--- config.mk ---
export PLATFORM = sky130hd
export DESIGN_NAME = div_tc_32_16
export DESIGN_NICKNAME = d
export VERILOG_FILES = /design/src/rtl/div_tc_32_16.sv
export SDC_FILE = /design/constraint.sdc
export NUM_CORES = 1
export LEC_CHECK = 0
export ABC_AREA = 1
export CORE_MARGIN = 1.5
export CORE_UTILIZATION = 55
export CTS_CLUSTER_SIZE = 8
export DETAILED_ROUTE_END_ITERATION = 8
export MAX_ROUTING_LAYER = met4
export PLACE_DENSITY = 0.85
export SYNTH_ARGS = -nofsm -noshare
export SYNTH_HDL_FRONTEND = slang
export SYNTH_SLANG_ARGS = --single-unit
--- constraint.sdc ---
create_clock -name clk -period 2.6 [get_ports clk]
set_input_delay 0.52 -clock clk [delete_from_list [all_inputs] [get_ports clk]]
set_output_delay 0.52 -clock clk [all_outputs]
set_load 0.01 [all_outputs]
--- src/rtl/div_tc_32_16.sv ---
// 32/16 two's-complement divider: restoring, one quotient bit per cycle, with valid/ready in and out.
// Build option: DIV_TC_SAT_EN makes the quotient saturate on overflow instead of wrapping.
module div_tc_32_16 (
  input  logic        clk,
  input  logic        rst_n,
  input  logic        in_valid,
  output logic        in_ready,
  input  logic [31:0] dividend,
  input  logic [15:0] divisor,
  output logic        out_valid,
  input  logic        out_ready,
  output logic [15:0] quotient,
  output logic [15:0] remainder,
  output logic        ovf,
  output logic        dz,
  output logic [2:0]  dbg_state
);

  // Handshake: a transfer happens on a rising edge where valid and ready are both 1;
  // in_ready is high only in IDLE, out_valid only in DONE, and outputs hold until out_ready.
  typedef enum logic [2:0] {IDLE, PREP, CALC, FIX, DONE} state_t;

  state_t      state_q, state_d;
  logic [31:0] a_lat;
  logic [15:0] b_lat;
  logic        sign_a, sign_b;
  logic [31:0] q_mag;
  logic [15:0] d_mag;
  logic [16:0] p_rem;
  logic [4:0]  cnt;

  logic [16:0] trial, diff;
  logic        ge;
  logic        neg;
  logic        ovf_c;
  logic [15:0] q_lo, q_fix, rem_c;

  assign in_ready  = (state_q == IDLE);
  assign out_valid = (state_q == DONE);
  assign dbg_state = state_q;

  always_ff @(posedge clk or negedge rst_n) begin
    if (!rst_n) state_q <= IDLE;
    else        state_q <= state_d;
  end

  always_comb begin
    state_d = state_q;
    case (state_q)
      IDLE:    if (in_valid) state_d = PREP;
      PREP:    state_d = (b_lat == 16'd0) ? FIX : CALC;
      CALC:    if (cnt == 5'd31) state_d = FIX;
      FIX:     state_d = DONE;
      DONE:    if (out_ready) state_d = IDLE;
      default: state_d = IDLE;
    endcase
  end

  // One restoring step: shift the next dividend bit into the partial remainder and try to subtract.
  always_comb begin
    trial = {p_rem[15:0], q_mag[31]};
    diff  = trial - {1'b0, d_mag};
    ge    = (trial >= {1'b0, d_mag});
  end

  // Sign application; the magnitude quotient can reach 2^31, so overflow is judged on the full width.
  always_comb begin
    neg   = sign_a ^ sign_b;
    q_lo  = neg ? (16'd0 - q_mag[15:0]) : q_mag[15:0];
    ovf_c = neg ? (q_mag > 32'd32768) : (q_mag > 32'd32767);
    rem_c = sign_a ? (16'd0 - p_rem[15:0]) : p_rem[15:0];
    q_fix = q_lo;
`ifdef DIV_TC_SAT_EN
    if (ovf_c) q_fix = neg ? 16'h8000 : 16'h7FFF;
`endif
  end

  always_ff @(posedge clk or negedge rst_n) begin
    if (!rst_n) begin
      a_lat     <= '0;
      b_lat     <= '0;
      sign_a    <= 1'b0;
      sign_b    <= 1'b0;
      q_mag     <= '0;
      d_mag     <= '0;
      p_rem     <= '0;
      cnt       <= '0;
      quotient  <= '0;
      remainder <= '0;
      ovf       <= 1'b0;
      dz        <= 1'b0;
    end else begin
      case (state_q)
        IDLE: begin
          if (in_valid) begin
            a_lat <= dividend;
            b_lat <= divisor;
          end
        end
        PREP: begin
          sign_a <= a_lat[31];
          sign_b <= b_lat[15];
          q_mag  <= a_lat[31] ? (32'd0 - a_lat) : a_lat;
          d_mag  <= b_lat[15] ? (16'd0 - b_lat) : b_lat;
          p_rem  <= '0;
          cnt    <= '0;
        end
        CALC: begin
          p_rem <= ge ? diff : trial;
          q_mag <= {q_mag[30:0], ge};
          cnt   <= cnt + 5'd1;
        end
        FIX: begin
          if (b_lat == 16'd0) begin
            dz        <= 1'b1;
            ovf       <= 1'b0;
            quotient  <= 16'hFFFF;
            remainder <= a_lat[15:0];
          end else begin
            dz        <= 1'b0;
            ovf       <= ovf_c;
            quotient  <= q_fix;
            remainder <= rem_c;
          end
        end
        default: ;
      endcase
    end
  end

endmodule

* After elaboration in Yosys (flattened, before gate mapping)
Index checks and enable logic that the tools add are counted.
Storage, ports and cells: bits in registers 156, bits of input ports 52, output and inout bits 39, word-level logic and storage cells 54
Operators by class: $add $sub $neg 6, $lt $le $gt $ge 3, equality and inequality tests 8, muxes and demuxes 18, bitwise gates (word level) 1, reductions and logical operators 5
Operators by type and width (count):
- $mux 16 | 6
- $pmux 32 s2 | 1
- $sub 1x16->16 const A | 3
- $gt 32x15->1 const B | 1
- $gt 32x16->1 const B | 1
- $mux 32 | 1
- $pmux 16 s2 | 1
- $sub 1x32->32 const A | 1
- $ge 17x16->1 | 1
- $logic_not 16->1 | 1
- $sub 16x16->16 | 1
- $pmux 3 s5 | 1
- $pmux 5 s2 | 1
- $mux 3 | 3
- $eq 3x2->1 const B | 2
- $add 5x1->5 const B | 1
- $eq 5x5->1 const B | 1
- $mux 1 | 4
- $ne 2x2->1 const B | 2
- $eq 3x1->1 const B | 1
- $eq 3x3->1 const B | 1
- $logic_not 3->1 | 1
- $reduce_and 3->1 | 1
- $ne 2x1->1 const B | 1
- 3 further kinds | 3

* Logic depth before layout (Yosys ltp)
Gate-level depths: netlist of the first run.
word-level depth 3, mapped depth 14, depth with buffers taken out 14

* Least setup slack after synthesis of the first run
No wires, ideal clock.
path type reg-to-reg, start register q_mag[31], end register p_rem[8], library setup time 0.117 ns, arrival time 1.772 ns, required time 2.483 ns, slack 0.710 ns, stages on the path, launching flop included 12, path buffers 0, cell sequence dfrtp_1 inv_1 ha_1 inv_1 fa_1 nand3_1 nand3_1 a21oi_1 xor2_1 nand2_2 nand3_1 nand2_1
Between the ends: word-level cells in the longest chain between the ends 3
RTL lines:
- start: declaration | line 27 | logic [31:0] q_mag;
- start signal: assignment | line 103 | q_mag <= a_lat[31] ? (32'd0 - a_lat) : a_lat;
- start signal: assignment | line 110 | q_mag <= {q_mag[30:0], ge};
- $sub 16x16->16 / $ge 17x16->1 (equally long branches) | line 62, 63
- $mux 16 (*) | line 109 | p_rem <= ge ? diff : trial;
- $pmux 16 s2 (*) | line 93 | case (state_q)
- end signal: assignment | line 109
- end: declaration | line 29 | logic [16:0] p_rem;
Mark *: on every way between the ends. The rest lies on a longest branch, timed or not. A chain may end at the register's enable or synchronous reset.

* Worst setup path in the final report of the first run
start register state_q[2], in the netlist dbg_state[2], end output in_ready
Between the ends: word-level cells in the longest chain between the ends 1
RTL lines:
- start: declaration | line 23 | state_t state_q, state_d;
- start signal: assignment | line 44 | else state_q <= state_d;
- $logic_not 3->1 | line 38 | assign in_ready = (state_q == IDLE);
- end: declaration | line 7 | output logic in_ready,
No other way between the ends.

==> impl_results.md, run 1 <==
- Nets: around 1400
- Post-CTS Resized: 0
- Synth Flop Type: dfrtp_1
- Max Clock Freq: 438 MHz
- Via count: between 8000 and 9000
- Wire length per cell: approximately 16 um
- WP buf/inv: 2
- Worst hold slack: around 0.029 ns
- Overall Power: 15.8 mW
- RSZ-0062 raised after global routing: false
- Pwr per Cell Area: ~1400 mW/mm^2
- CTS sink cnt: 156
- I/O pins: roughly 90
- Core Area: 0.0168 mm^2
- Critical path arrival: 1.76 ns
- Worst setup SP type: flop
- Cell count after synthesis: between 1000 and 1500
- Starting Density: 0.569
- Compound-Gate Fraction of Synth Area: 0.125
- Synth Area in XOR/XNOR: 0.0441
- CTS tree: yes
- DR DRC count: 0
- Layout Area Growth over Synthesis: 17.3%
- First-pass GRT wire length: about 42000 um
- Slowest stage delay, CP: around 0.54 ns
- Top-count cell post-synth: nand2_1
- Post-synth ARST share: 1.00
- Clk_skew: 0.00975 ns
- Post-synth top area share: 0.409
- Fin crit share: 0.879
- Crit path max-delay family: buffers and inverters
- GR Overflow Total: 0
- CP max-delay cell: clkdlybuf4s50_1
- DRT iter0 DRCs: about 800
- Postcts setup bufs: 0
- FF-to-FF Start: q_mag[31]
- Status: finished clean
- Total Routing Usage GR: 0.298
- Largest family of logic cells by synthesized area: simple AND/OR/NAND/NOR gates
- Antenna violations before repair: 0
- Min-Delay Path Class: in -> async
- Crit Path Max Fanout: 4
- Register area share after synthesis: 0.409
- CTS root buf: clkbuf_16
- Most frequent cells after synthesis: nand2_1, inv_1, dfrtp_1
- R2R cell count: 11
- Fin Setup TNS: 0 ns
- Clock-pin slew on the worst setup and hold paths: about 0.060 ns
- Worst slack at placement: 0.409 ns
- Distinct cell type count after synthesis: between 40 and 50
- Worst path required time: ~2.1 ns
- PortBufs: 90
- # fillers: ~1500
- Largest net degree at the start of global routing: between 60 and 70
- Synth Register Bits: approximately 160
- Die Span Y: roughly 130 um
- Rows: between 40 and 50
- Routability cong.: 0.967
- Final non-filler cell total: 1598
- DIE AREA: ~0.018 mm^2
- Vias in the first global route: between 8000 and 9000
- First-pass DRT Iterations: 5
- DRT Wirelength: ~25000 um
- Max VDD drop: 0.945 mV
- # diodes: 0
- CTS Buf Count: 17
- Leakage: 5.48 nW
- MaxCap Viol Count: 0
- Syn. warnings: 0
- Reg2Reg Setup Slack: around 0.37 ns
- Crit end category: output port
- Synth top area cells: dfrtp_1, nand2_1, inv_1, nand3_1, nor2_1
- DP HPWL: about 19000 um
- Mux contribution to synthesized area: 0.00236
- Syn Nets: 1361
- Post-synth EDFFs: 0
- Slew HR: 0.575
- Via/cell ratio: about 5.6
- Final setup violation count: 0
- Yosys top cell by area: dfrtp_1
- Longest Clk Path Bufs: 2
- Worst r2r dst: p_rem[8]
- Skew-Pair Late Insertion Delay: roughly 0.43 ns
- Die Width: 135 um
- Final setup margin: about 0.32 ns
- Placed cells: approximately 1600
- DRT antenna net count: 0
- Crit path cell chain: nor2_1 -> nand2_1 -> inv_1 -> clkdlybuf4s50_1
- Mapped cell area: approximately 0.0095 mm^2
- Slew Limit Fails: 0
- Final hold violation count: 0
- H-tree levels: 4
- Area share of fa/ha/maj cells after synthesis: 0.0310
- Synthesized area per cell: 7.42 um^2
- Simple-gate area share of the yosys netlist: 0.295
- Fraction of final layout cells sized beyond drive strength 1: 0.0718
- Crit path kind: reg -> out
- Hold_buf cts: 0
- Worst Max-Slew Pin Slew: 0.636 ns
- Fin crit period: ~2.3 ns
-- registers in the layout, summed over array words and instances, names as in the netlist --
signal and flops:
sign_a 1, sign_b 1, cnt 5, dz 1, quotient 16, q_mag 32, a_lat 32, ovf 1
p_rem 16, d_mag 16, remainder 16, b_lat 16, dbg_state 3
-- metrics by stage --
stage,utilization,instance area [um^2]
after global routing,0.668,11200
after global placement,0.635,10600
final,0.668,11200
after floorplan,-,9540
after detailed placement,0.635,10600
after CTS,0.668,11200
-- worst max-delay path by stage --
stage / startpoint / end / cells past startpoint
5_1_grt: p_rem[10] / p_rem[15] / 13
4_1_cts: dbg_state[1] / in_ready / 4
6_report: dbg_state[2] / in_ready / 4
2_1_floorplan: q_mag[31] / p_rem[8] / 11
3_3_place_gp: q_mag[31] / p_rem[8] / 11
3_5_place_dp: q_mag[31] / p_rem[8] / 11
-- layout make-up --
class	instances	area, um^2	share of cell area
flip-flops and latches	156	3900	0.349
inverters	178	668	0.0597
clock buffers	21	460	0.0411
well taps	220	275	0.0246
multi-input cells	908	4750	0.425
repair buffers	105	1040	0.0929
clock inverters	10	91.3	0.00816
-- per-layer routing --
metal	share of wire	track usage	routed length [um]	vias up
li1	-	-	-	4343
met1	0.44	0.411	11100	4197
met2	0.46	0.444	11400	356
met5	0	-	0	-
met3	0.074	0.0518	1850	55
met4	0.028	0.109	713	0
-- worst register-to-register path, delay by kind of cell, from the launching register on --
family / cells / cell delay, ns
buf+inv: 2 / 0.26
compound gates: 1 / 0.20
xor+xnor: 1 / 0.21
simple gates: 5 / 0.45
flops: 1 / 0.38
fa+ha+maj: 2 / 0.62
-- kinds of logic (layout without fill, tap and decap cells) --
logic type / Yosys count / in the layout
simple gates: 640 / 640
buf+inv: 222 / 314
compound gates: 195 / 195
flops: 156 / 156
xor+xnor: 48 / 48
fa+ha+maj: 23 / 23
mux: 2 / 2
-- where the power goes --
part           internal, mW  leakage [nW]  total [mW]  switching, mW
clock                  1.36         0.269        2.36          0.994
sequential             3.56          1.86        4.55          0.982
combinational          3.30          3.35        8.94           5.64
total                  8.22          5.48        15.8           7.62
-- cell usage in the layout, fill, tap and decap left out, types with 3 or more instances in the layout --
cell             instances
nand2_1                314
dfrtp_1                156
clkbuf_16               17
nor2_4                   6
nor3_1                  10
xnor2_1                  6
nand4_1                 32
o21ai_0                 46
inv_1                  169
o21bai_1                11
nor3_2                   3
nand3_1                105
a21oi_1                 71
nor2_2                   5
nand2_2                 16
buf_4                   13
o22ai_1                 13
inv_2                    8
clkinv_2                 4
a22o_1                   3
nor4_1                   4
or2_2                    4
a31oi_1                  5
ha_1                    22
nand3_2                  3
clkdlybuf4s50_1         89
a22oi_1                 10
xor2_1                  42
o211ai_1                14
nor2_1                 132
o21ai_1                  3
o221ai_1                12
Power figures use the tool's default switching activity.
==> inputs of run 2 (changes only) <==
--- a/config.mk
+++ b/config.mk
@@ -12,6 +12,7 @@
 export DETAILED_ROUTE_END_ITERATION = 8
 export MAX_ROUTING_LAYER = met4
 export PLACE_DENSITY = 0.85
+export RECOVER_POWER = 25
 export SYNTH_ARGS = -nofsm -noshare
 export SYNTH_HDL_FRONTEND = slang
 export SYNTH_SLANG_ARGS = --single-unit
==> run 2 against run 1 <==
Effect of this change:
- global-route usage unchanged
- clock-buffer cell count unchanged
- register-to-register slack about the same
- cell count unchanged
- critical endpoint unchanged
- largest cell class unchanged
==> impl_results.md, run 2 (synthesized netlist as in run 1, its figures left out) <==
- Final hold violation count: 0
- Crit end category: output port
- CP max-delay cell: clkdlybuf4s50_1
- Commonest non-fill, non-tap cell in the layout: nand2_1
- MaxCap Viol Count: 0
- # diodes: 0
- PortBufs: 90
- RSZ-0062 raised after global routing: false
- Postcts setup bufs: 0
- DRT iter0 DRCs: about 810
- Die Span Y: ~130 um
- CTS Buf Count: 17
- Hold_buf cts: 0
- First-pass DRT Iterations: 6
- Max VDD drop: approximately 0.95 mV
- Worst path required time: 2.08 ns
- Slowest stage delay, CP: between 0.5 and 0.6 ns
- CTS root buf: clkbuf_16
- Rows: between 40 and 50
- Fraction of final layout cells sized beyond drive strength 1: 0.0711
- Max Clock Freq: between 400 and 500 MHz
- Clk_skew: 0.0117 ns
- Pwr per Cell Area: 1420 mW/mm^2
- Slew HR: 0.152
- First-pass GRT wire length: roughly 42000 um
- Wire length per cell: roughly 16 um
- Most frequent cells in the layout: nand2_1, inv_1, dfrtp_1
- Fin Setup TNS: 0 ns
- DP HPWL: about 19000 um
- Crit path max-delay family: buffers and inverters
- Via/cell ratio: ~5.6
- GR Overflow Total: 0
- I/O pins: slightly above 90
- Die Width: around 130 um
- Starting Density: 0.569
- Slew Limit Fails: 0
- DRT antenna net count: 0
- Worst slack at placement: between 0.4 and 0.5 ns
- DIE AREA: approximately 0.018 mm^2
- Final setup violation count: 0
- Leakage: about 5.5 nW
- Layout Area Growth over Synthesis: 17.0%
- DR DRC count: 0
- Vias in the first global route: between 8000 and 9000
- Crit path cell chain: nor2_1 -> nand2_1 -> inv_1 -> clkdlybuf4s50_1
- CTS sink cnt: 156
- Crit Path Max Fanout: 4
- Core Area: roughly 0.017 mm^2
- Status: finished clean
- Skew-Pair Late Insertion Delay: roughly 0.43 ns
- Nets: approximately 1400
- WP buf/inv: 2
- DRT Wirelength: 25100 um
- CTS tree: yes
- H-tree levels: 4
- Post-CTS Resized: 0
- Min-Delay Path Class: in -> async
- Antenna violations before repair: 0
- Clock-pin slew on the worst setup and hold paths: around 0.060 ns
- Worst setup SP type: flop
- Final setup margin: roughly 0.32 ns
- Critical path arrival: between 1.5 and 2 ns
- Longest Clk Path Bufs: 2
- Fin crit period: about 2.3 ns
- Total Routing Usage GR: 0.298
- Routability cong.: a little under 1
- Via count: 8929
- # fillers: around 1500
- Fin crit share: 0.879
- Biggest registers after layout: a_lat x32, q_mag x32
- Worst Max-Slew Pin Slew: 1.27 ns
- Crit path kind: reg -> out
- Largest net degree at the start of global routing: between 60 and 70
==> run 2: changes by cell type in the layout (fill, tap and decap cells not counted) <==
| cell | change |
|---|---|
| buf_12 | -1 |
| buf_6 | -1 |
| clkbuf_4 | +1 |
| clkbuf_2 | +1 |
| buf_4 | -1 |
| clkbuf_1 | +1 |
==> run 2: worst paths after layout <==
path / startpoint / endpoint / slack, ns / cells past startpoint
setup / recovery: dbg_state[2] / in_ready / 0.32 / 4
hold / removal: rst_n / p_rem[14] / 0.36 / 1
setup reg to reg: q_mag[31] / p_rem[8] / 0.37 / 11
hold reg to reg: d_mag[13] / d_mag[13] / 0.49 / 2
max in group asynchronous: rst_n / a_lat[15] / 0.68 / 2
min in group clk: d_mag[13] / d_mag[13] / 0.49 / 2
==> run 2: worst reg2reg max path: cells and delay by family, from the launching register on <==
kind            cells  cell delay (ns)
flops               1             0.38
buf+inv             2             0.26
xor+xnor            1             0.21
fa+ha+maj           2             0.62
compound gates      1             0.20
simple gates        5             0.44
==> run 2: power breakdown <==
part | internal (mW) | switching [mW]
Sequential | 3.56 | 0.978
Clock | 1.36 | 0.997
Combinational | 3.29 | 5.65
Total | 8.22 | 7.62
==> run 2: metal layers <==
layer  GRT usage  vias up  part of all wire
met4       0.109        0             0.029
li1            -     4339                 -
met2       0.444      365              0.45
met5           -        -                 0
met3      0.0518       56             0.074
met1       0.411     4169              0.44
==> run 2: layout make-up <==
cell class,count,area [um^2],share of cell area
multi-input combinational,908,4750,0.425
sequential,156,3900,0.350
timing repair buffer,105,1020,0.0911
inverter,178,668,0.0598
clock buffer,21,460,0.0412
tap,220,275,0.0246
clock inverter,10,91.3,0.00818
==> run 2: per-stage QoR <==
stage	area, um^2	hold WS [ns]	util	std cells	power [mW]
after floorplan	9540	0.224	-	1286	10.8
after global placement	10600	0.454	0.635	1567	13.1
after detailed placement	10600	0.471	0.635	1567	13.3
after CTS	11200	0.0489	0.668	1598	15.8
after global routing	11200	0.466	0.666	1598	17.2
final	11200	0.362	0.666	1598	15.8
==> inputs of run 3 (changes only) <==
--- a/config.mk
+++ b/config.mk
@@ -8,6 +8,7 @@
 export ABC_AREA = 1
 export CORE_MARGIN = 1.5
 export CORE_UTILIZATION = 55
+export CTS_BUF_LIST = sky130_fd_sc_hd__clkbuf_8
 export CTS_CLUSTER_SIZE = 8
 export DETAILED_ROUTE_END_ITERATION = 8
 export MAX_ROUTING_LAYER = met4
==> constraint.sdc (replaced) <==
create_clock -name clk -period 2.6 [get_ports clk]
set_input_delay 0.52 -clock clk [delete_from_list [all_inputs] [get_ports clk]]
set_output_delay 0.52 -clock clk [all_outputs]
set_load 0.05 [all_outputs]
==> run 3 against run 2 <==
Effect of this change:
- the flow now finishes with violations (max-capacitance violations, max-slew violations)
- first-iteration DRC count rose by 9.8%
- register-to-register slack barely moved
- via count fell by 0.11%
- clock skew rose by 0.0021 ns
- largest cell class unchanged
- worst setup slack improved by 0.024 ns
- clock power fell by 21%
- critical endpoint is now remainder[6]
- wire length fell by 2.0%
- fmax rose by 1.1%
- global-route usage fell by 1.0 points
- utilization fell by 0.71 points
- final area fell by 1.1%
==> impl_results.md, run 3 (synthesized netlist as in run 1, its figures left out) <==
- Fin crit period: 2.26 ns
- H-tree levels: 4
- Max Clock Freq: 442 MHz
- Largest net degree at the start of global routing: 65
- Wire length per cell: 15.4 um
- Crit Path Max Fanout: 2
- Status: finished with violations
- Clock-pin slew on the worst setup and hold paths: 0.09 ns
- DRT antenna net count: 0
- Slowest stage delay, CP: ~0.83 ns
- Final setup violation count: 0
- CTS sink cnt: between 150 and 200
- DR DRC count: 0
- Core Area: about 0.017 mm^2
- Via/cell ratio: 5.57
- Pwr per Cell Area: 1460 mW/mm^2
- Commonest non-fill, non-tap cell in the layout: nand2_1
- Fraction of final layout cells sized beyond drive strength 1: 0.0739
- First-pass GRT wire length: between 40000 and 50000 um
- DRT Wirelength: around 25000 um
- Postcts setup bufs: 0
- WP buf/inv: 1
- Rows: 47
- GR Overflow Total: 0
- Violated checks: max-capacitance violations, max-slew violations
- CTS tree: yes
- MaxCap Viol Count: 1
- DIE AREA: roughly 0.018 mm^2
- Final hold violation count: 0
- Antenna violations before repair: 0
- Crit path kind: reg -> out
- CP max-delay cell: clkdlybuf4s50_1
- Leakage: roughly 5.4 nW
- Slew HR: -0.0925
- Fin Setup TNS: 0 ns
- Die Width: roughly 130 um
- CTS Buf Count: 17
- Biggest registers after layout: a_lat x32, q_mag x32
- RSZ-0062 raised after global routing: false
- Worst hold slack: 0.457 ns
- Skew-Pair Late Insertion Delay: around 0.47 ns
- First-pass DRT Iterations: 6
- PortBufs: 90
- Worst setup SP type: flop
- FF-to-FF Start: q_mag[31]
- Crit path max-delay family: buffers and inverters
- Slew Limit Fails: 61
- Crit path cell chain: clkdlybuf4s50_1
- Routability cong.: ~0.96
- DP HPWL: 18400 um
- Critical path arrival: between 1.5 and 2 ns
- Max VDD drop: 1.37 mV
- Worst slack at placement: between 0.4 and 0.5 ns
- # diodes: 0
- Nets: ~1400
- Starting Density: 0.569
- Worst path required time: around 2.1 ns
- Die Span Y: between 100 and 150 um
- DRT iter0 DRCs: 888
- Fin crit share: 0.869
- Worst Max-Slew Pin Slew: ~1.6 ns
- Layout Area Growth over Synthesis: 15.8%
- I/O pins: 91
- Min-Delay Path Class: in -> async
- Crit end category: output port
- Vias in the first global route: just over 8000
- Most frequent cells in the layout: nand2_1, inv_1, dfrtp_1
- Total Routing Usage GR: 0.288
- Crit path from: remainder[6]
- Final Core Density: 0.659
- CTS root buf: clkbuf_8
- Final setup margin: around 0.34 ns
- Via count: 8919
- Longest Clk Path Bufs: 2
- Clk_skew: around 0.014 ns
==> run 3: path summary, 6_finish.rpt <==
kind                                  to  slack (ns)  cells after the start
min                        remainder[14]        0.46                      1
max in group asynchronous      q_mag[18]        0.69                      2
min in group clk                  cnt[3]        0.47                      1
max                         remainder[6]        0.34                      1
min reg2reg                       cnt[3]        0.47                      1
max reg2reg                     p_rem[8]        0.38                     11
==> run 3: layer usage <==
layer | wire (um) | up-vias | share of wire | global-route usage
met5 | 0 | - | 0 | -
met4 | 539 | 0 | 0.022 | 0.0860
met3 | 2090 | 43 | 0.085 | 0.0473
met2 | 11200 | 414 | 0.45 | 0.438
met1 | 10800 | 4108 | 0.44 | 0.400
li1 | - | 4354 | - | -
==> run 3: layout make-up <==
cell class / count / area (um^2)
clock buffer: 20 / 275
clock inverter: 12 / 133
fill: 1437 / 5710
inverter: 178 / 668
multi-input combinational: 908 / 4750
sequential: 156 / 3900
tap: 220 / 275
timing repair buffer: 106 / 1040
==> run 3: report_power, final <==
part | total, mW | internal (mW) | leakage [nW] | switching, mW
Clock | 1.87 | 0.862 | 0.203 | 1.00
Sequential | 4.53 | 3.55 | 1.86 | 0.975
Combinational | 9.78 | 3.30 | 3.37 | 6.48
==> run 3: what timing repair did <==
action | CTS | global route
endpoints found under the hold margin | 0 | 0
gates resized for setup | 0 | 2
endpoints found under the setup margin | 0 | 2
hold buffers | 0 | 0
==> run 3: metrics by stage <==
stage	instance area (um^2)	total power, mW	cells
after floorplan	9540	11.7	1286
after global placement	10600	14.0	1568
after detailed placement	10600	14.2	1568
after CTS	11100	16.1	1600
after global routing	11000	17.5	1600
final	11000	16.2	1600
